## src/rtl/conv_frame_sequencer.sv

```systemverilog
// Address sequencer for the convolution datapath: walks a stored frame in raster order,
// issuing one read per pixel, waiting out the memory latency, then writing the ALU result back.
module conv_frame_sequencer #(
  parameter int H_RES  = 320,
  parameter int V_RES  = 240,
  parameter int AW     = 17,
  parameter int RD_LAT = 2
) (
  input  logic          sys_clk,
  input  logic          rst,
  input  logic          enable,
  input  logic          frame_start,
  output logic [AW-1:0] raddr_alu,
  output logic [AW-1:0] waddr_alu,
  output logic          wen_alu,
  output logic          border,
  output logic          busy,
  output logic          frame_done,
  output logic          overrun
);

  localparam int XW = (H_RES > 1) ? $clog2(H_RES) : 1;
  localparam int YW = (V_RES > 1) ? $clog2(V_RES) : 1;
  localparam int WW = $clog2(RD_LAT + 1);
  localparam logic [XW-1:0] X_LAST    = XW'(H_RES - 1);
  localparam logic [YW-1:0] Y_LAST    = YW'(V_RES - 1);
  localparam logic [AW-1:0] ADDR_LAST = AW'(H_RES * V_RES - 1);
  localparam logic [WW-1:0] W_LAST    = WW'(RD_LAT - 1);

  typedef enum logic [2:0] {S_IDLE, S_ISSUE, S_WAIT, S_WRITE, S_DONE} state_t;

  state_t        state_q, state_d;
  logic [XW-1:0] x_q, x_d;
  logic [YW-1:0] y_q, y_d;
  logic [AW-1:0] addr_q, addr_d;
  logic [WW-1:0] wcnt_q, wcnt_d;
  logic [AW-1:0] raddr_q, raddr_d;
  logic [AW-1:0] waddr_q, waddr_d;
  logic          wen_q, wen_d;
  logic          border_q, border_d;
  logic          busy_q, busy_d;
  logic          done_q, done_d;
  logic          overrun_q, overrun_d;

  always_ff @(posedge sys_clk) begin
    if (rst) begin
      state_q   <= S_IDLE;
      x_q       <= '0;
      y_q       <= '0;
      addr_q    <= '0;
      wcnt_q    <= '0;
      raddr_q   <= '0;
      waddr_q   <= '0;
      wen_q     <= 1'b0;
      border_q  <= 1'b0;
      busy_q    <= 1'b0;
      done_q    <= 1'b0;
      overrun_q <= 1'b0;
    end else begin
      state_q   <= state_d;
      x_q       <= x_d;
      y_q       <= y_d;
      addr_q    <= addr_d;
      wcnt_q    <= wcnt_d;
      raddr_q   <= raddr_d;
      waddr_q   <= waddr_d;
      wen_q     <= wen_d;
      border_q  <= border_d;
      busy_q    <= busy_d;
      done_q    <= done_d;
      overrun_q <= overrun_d;
    end
  end

  always_comb begin
    state_d   = state_q;
    x_d       = x_q;
    y_d       = y_q;
    addr_d    = addr_q;
    wcnt_d    = wcnt_q;
    raddr_d   = raddr_q;
    waddr_d   = waddr_q;
    border_d  = border_q;
    overrun_d = overrun_q;

    case (state_q)
      S_IDLE: begin
        if (frame_start && enable) begin
          state_d = S_ISSUE;
          x_d     = '0;
          y_d     = '0;
          addr_d  = '0;
        end
      end
      S_ISSUE: begin
        wcnt_d  = '0;
        state_d = S_WAIT;
      end
      S_WAIT: begin
        if (wcnt_q == W_LAST) state_d = S_WRITE;
        else                  wcnt_d  = wcnt_q + 1'b1;
      end
      S_WRITE: begin
        if (addr_q == ADDR_LAST) begin
          state_d = S_DONE;
        end else begin
          state_d = S_ISSUE;
          addr_d  = addr_q + 1'b1;
          if (x_q == X_LAST) begin
            x_d = '0;
            y_d = y_q + 1'b1;
          end else begin
            x_d = x_q + 1'b1;
          end
        end
      end
      S_DONE:  state_d = S_IDLE;
      default: state_d = S_IDLE;
    endcase

    // Outputs are registered from the next state so they line up with the state they belong to.
    busy_d = (state_d != S_IDLE);
    wen_d  = (state_d == S_WRITE);
    done_d = (state_d == S_DONE);
    if (state_d == S_ISSUE) raddr_d = addr_d;
    if (state_d == S_WRITE) begin
      waddr_d  = addr_q;
      border_d = (x_q == '0) || (x_q == X_LAST) || (y_q == '0) || (y_q == Y_LAST);
    end
    if (frame_start && (state_q != S_IDLE)) overrun_d = 1'b1;
  end

  assign raddr_alu  = raddr_q;
  assign waddr_alu  = waddr_q;
  assign wen_alu    = wen_q;
  assign border     = border_q;
  assign busy       = busy_q;
  assign frame_done = done_q;
  assign overrun    = overrun_q;

endmodule

```

## config.mk

```make
export PLATFORM = sky130hd
export DESIGN_NAME = conv_frame_sequencer
export DESIGN_NICKNAME = d
export VERILOG_FILES = /design/src/rtl/conv_frame_sequencer.sv
export SDC_FILE = /design/constraint.sdc
export NUM_CORES = 1
export LEC_CHECK = 0
export BUFFER_PORTS_ARGS = -buffer_cell sky130_fd_sc_hd__buf_2
export CORE_UTILIZATION = 50
export DETAILED_ROUTE_END_ITERATION = 10
export PLACE_DENSITY = 0.78
export SETUP_SLACK_MARGIN = 0.02
export SKIP_LAST_GASP = 1
export SYNTH_ARGS = -nofsm -noshare
export SYNTH_HDL_FRONTEND = slang
export SYNTH_SLANG_ARGS = --single-unit
```

## constraint.sdc

```tcl
create_clock -name sys_clk -period 2.9 [get_ports sys_clk]
set_input_delay 0.435 -clock sys_clk [delete_from_list [all_inputs] [get_ports sys_clk]]
set_output_delay 0.435 -clock sys_clk [all_outputs]
set_load 0.1 [all_outputs]
```

==> results by group <==
Floorplanning
  • Initial Utilization: 51.75%
  • Core area: 6794 µm²
  • Die X-Extent: 85.86 µm
  • Top-level I/O count: 43
  • Die height: 85.86 µm
  • Die Footprint: 7371 µm²
  • Number of cell rows: 30

Routing
  • Via density: 5.633
  • Initial DRC Count: 231
  • WL per Instance: 14.61 µm
  • DR pass1 iterations: 5
  • Post-Route WL: 8241 µm
  • Post-route ant nets: 0
  • # DRC: 0
  • DR vias: 3,177

CTS
  • H-tree levels: 3
  • CTS tree: yes
  • Reg clk slew, reported paths: 0.08 ns
  • CTS Sinks: 78
  • Num CTS Buffers: 9
  • Cts repair resizes: 0
  • Hold_buf cts: 0
  • Post-CTS Setup Bufs: 0
  • Root Buffer: clkbuf_8
  • Clock Latency Late Sink: 0.35 ns
  • Clock Tree Buf Depth: 2

STA
  • RSZ-0062 raised after global routing: false
  • Max-Slew Margin vs Limit: 60.71%
  • Final Hold Fails: 0
  • Max-slew violation count: 0
  • Fin crit period: 2.429 ns
  • Setup-failing EPs final: 0
  • Setup TNS: 0 ns
  • Hold_ws: 0.3700 ns
  • Tcrit/Tclk final: 83.75%
  • Fmax: 0.4117 GHz
  • Slew @ Worst Pin: 0.5893 ns
  • Fin Clk Skew: 0.008354 ns

Global route
  • Vias in the first global route: 2,920
  • Met1 Use GR: 31.78%
  • GR Util met2: 37.89%
  • Global-route wire length before repair: 13,810 µm
  • Met3 Usage GRT: 3.946%
  • Tot GR Track Use: 23.79%
  • GR peak layer: met2
  • Pin count of the biggest net entering global routing: 39
  • Overflow after GRT: 0
  • Initial antenna violation count: 0

Setup path
  • WP data required: 3.18 ns
  • Worst r2r path cells: 5
  • Endpoint type of the worst setup path: register
  • CP Launch Type: register
  • Start-to-end type of the worst setup path: reg2reg
  • Worst Path Arrival: 2.71 ns
  • CP Max Fanout: 16

Synthesis
  • Largest area contributor in the netlist: dfxtp_1
  • Post-synth top flop: dfxtp_1
  • Yosys top cell area share: 44.41%
  • Sequential area share after synthesis: 44.41%
  • Cells after Synth: 426
  • Net Count, Synth: 436
  • Cell Area, Synth: 3516 µm²
  • Synth area leaders: dfxtp_1, nand2_1, a21oi_1
  • #FFs+latches synth: 78
  • Average size of a mapped cell: 8.253 µm²
  • Unique masters post-synth: 56
  • Warnings, synthesis: 0
  • Async SR Flop Fraction: 0%
  • EDFF count, synth: 0

Place
  • GP Congestion: 0.8628
  • Placed cells: 549
  • DP HPWL: 5817 µm
  • PortBufs: 42

Power and ir drop
  • Tot Pwr: 2.222 mW
  • Worst vdd ir: 0.3249 mV
  • Cell Pwr Density: 548.2 nW/µm²
  • Leakage Power: 1.451 nW

Final layout
  • FILL cells: 619
  • N_diodes: 0
  • Most common cell after layout, fill and taps aside: dfxtp_1
  • Share of layout cells above drive strength 1: 18.16%
  • Nets: 474
  • Commonest cells after routing, fill and taps aside: dfxtp_1, nand2_1, nor2_1
  • Non-filler cells in the finished layout: 564
  • Multi-input gate area: 1810 µm²
  • Area Growth Syn to Fin: 15.30%
  • Storage element area: 1562 µm²

Job
  • MaxCap Viol Count: 0

Hold path
  • Min-delay worst type: in2reg
  • WHS Path Cells: 3

Outcome
  • Status: complete, no violations
## synthesized netlist by cell type, types with 3 or more instances
master	instances
nor2_1	46
a21oi_1	43
nor3_1	15
mux2_2	4
ha_1	6
or4_1	4
inv_1	10
a31oi_1	4
buf_1	4
dfxtp_1	78
nand3b_1	3
a211oi_1	9
o211ai_1	12
a311oi_1	4
clkbuf_1	14
nand3_1	17
or3_1	9
and3_1	3
nand2b_1	5
nand2_1	58
o21ai_0	13
xnor2_1	7
nor4_1	5
nand4_1	3
xor2_1	5
buf_2	8
## final cells by class
cell class,count,share of cell area [%]
Tap cell,96,2.963
Sequential cell,78,38.52
Timing Repair Buffer,54,7.716
Multi-Input combinational cell,311,44.66
Inverter,10,0.9259
Clock inverter,6,2.160
Clock buffer,9,3.056
## worst max-delay path: stages (launching register included)
cell and delay (ns):
dfxtp_1 0.48, or3b_1 0.42, or3_1 0.41, o22ai_2 0.52, nand2b_1 0.34, a21oi_1 0.19
## cell families (layout without fill, tap and decap cells)
kind of cell / count (synthesis) / count (layout) / share of synthesized area (%)
AO/OA/AOI/OAI: 105 / 105 / 19.25
XOR/XNOR: 12 / 12 / 2.989
flip-flops: 78 / 78 / 44.41
multiplexers: 5 / 5 / 1.566
AND/OR/NAND/NOR: 183 / 183 / 25.30
buffers and inverters: 37 / 79 / 4.342
adder cells (fa/ha/maj): 6 / 6 / 2.135
## power by group
part           internal [mW]  total, mW  switching (mW)
combinational         0.0493      0.240           0.191
sequential              1.09       1.11          0.0167
clock                  0.480      0.874           0.395
## metrics by stage
step	cell area (µm²)	setup slack, ns	util, %
after global routing	4054	0.3085	59.67
final	4054	0.4713	59.67
after detailed placement	3842	0.4957	56.56
after global placement	3842	0.6228	56.56
after floorplan	3516	0.7082	-
after CTS	4054	0.4629	59.67
## registers in the layout (all words and copies together) (netlist names), 2 cells and up
name / flops
waddr_alu: 17
raddr_alu: 17
y_q: 8
wcnt_q: 2
x_q: 9
addr_q: 17
state_q: 3
## worst paths after layout
path	from	endpoint	slack, ns
setup / recovery	addr_q[11]	x_q[1]	0.47
hold / removal	frame_start	overrun	0.37
setup reg to reg	addr_q[11]	x_q[1]	0.47
hold reg to reg	waddr_alu[4]	waddr_alu[4]	0.45
## metal layers
layer / wire length [µm] / part of all wire, %
met1: 3848 / 47
met2: 3886 / 47
met3: 352 / 4.3
met4: 154 / 1.9
met5: 0 / 0
Note: power is estimated with default switching activity, not from simulation.
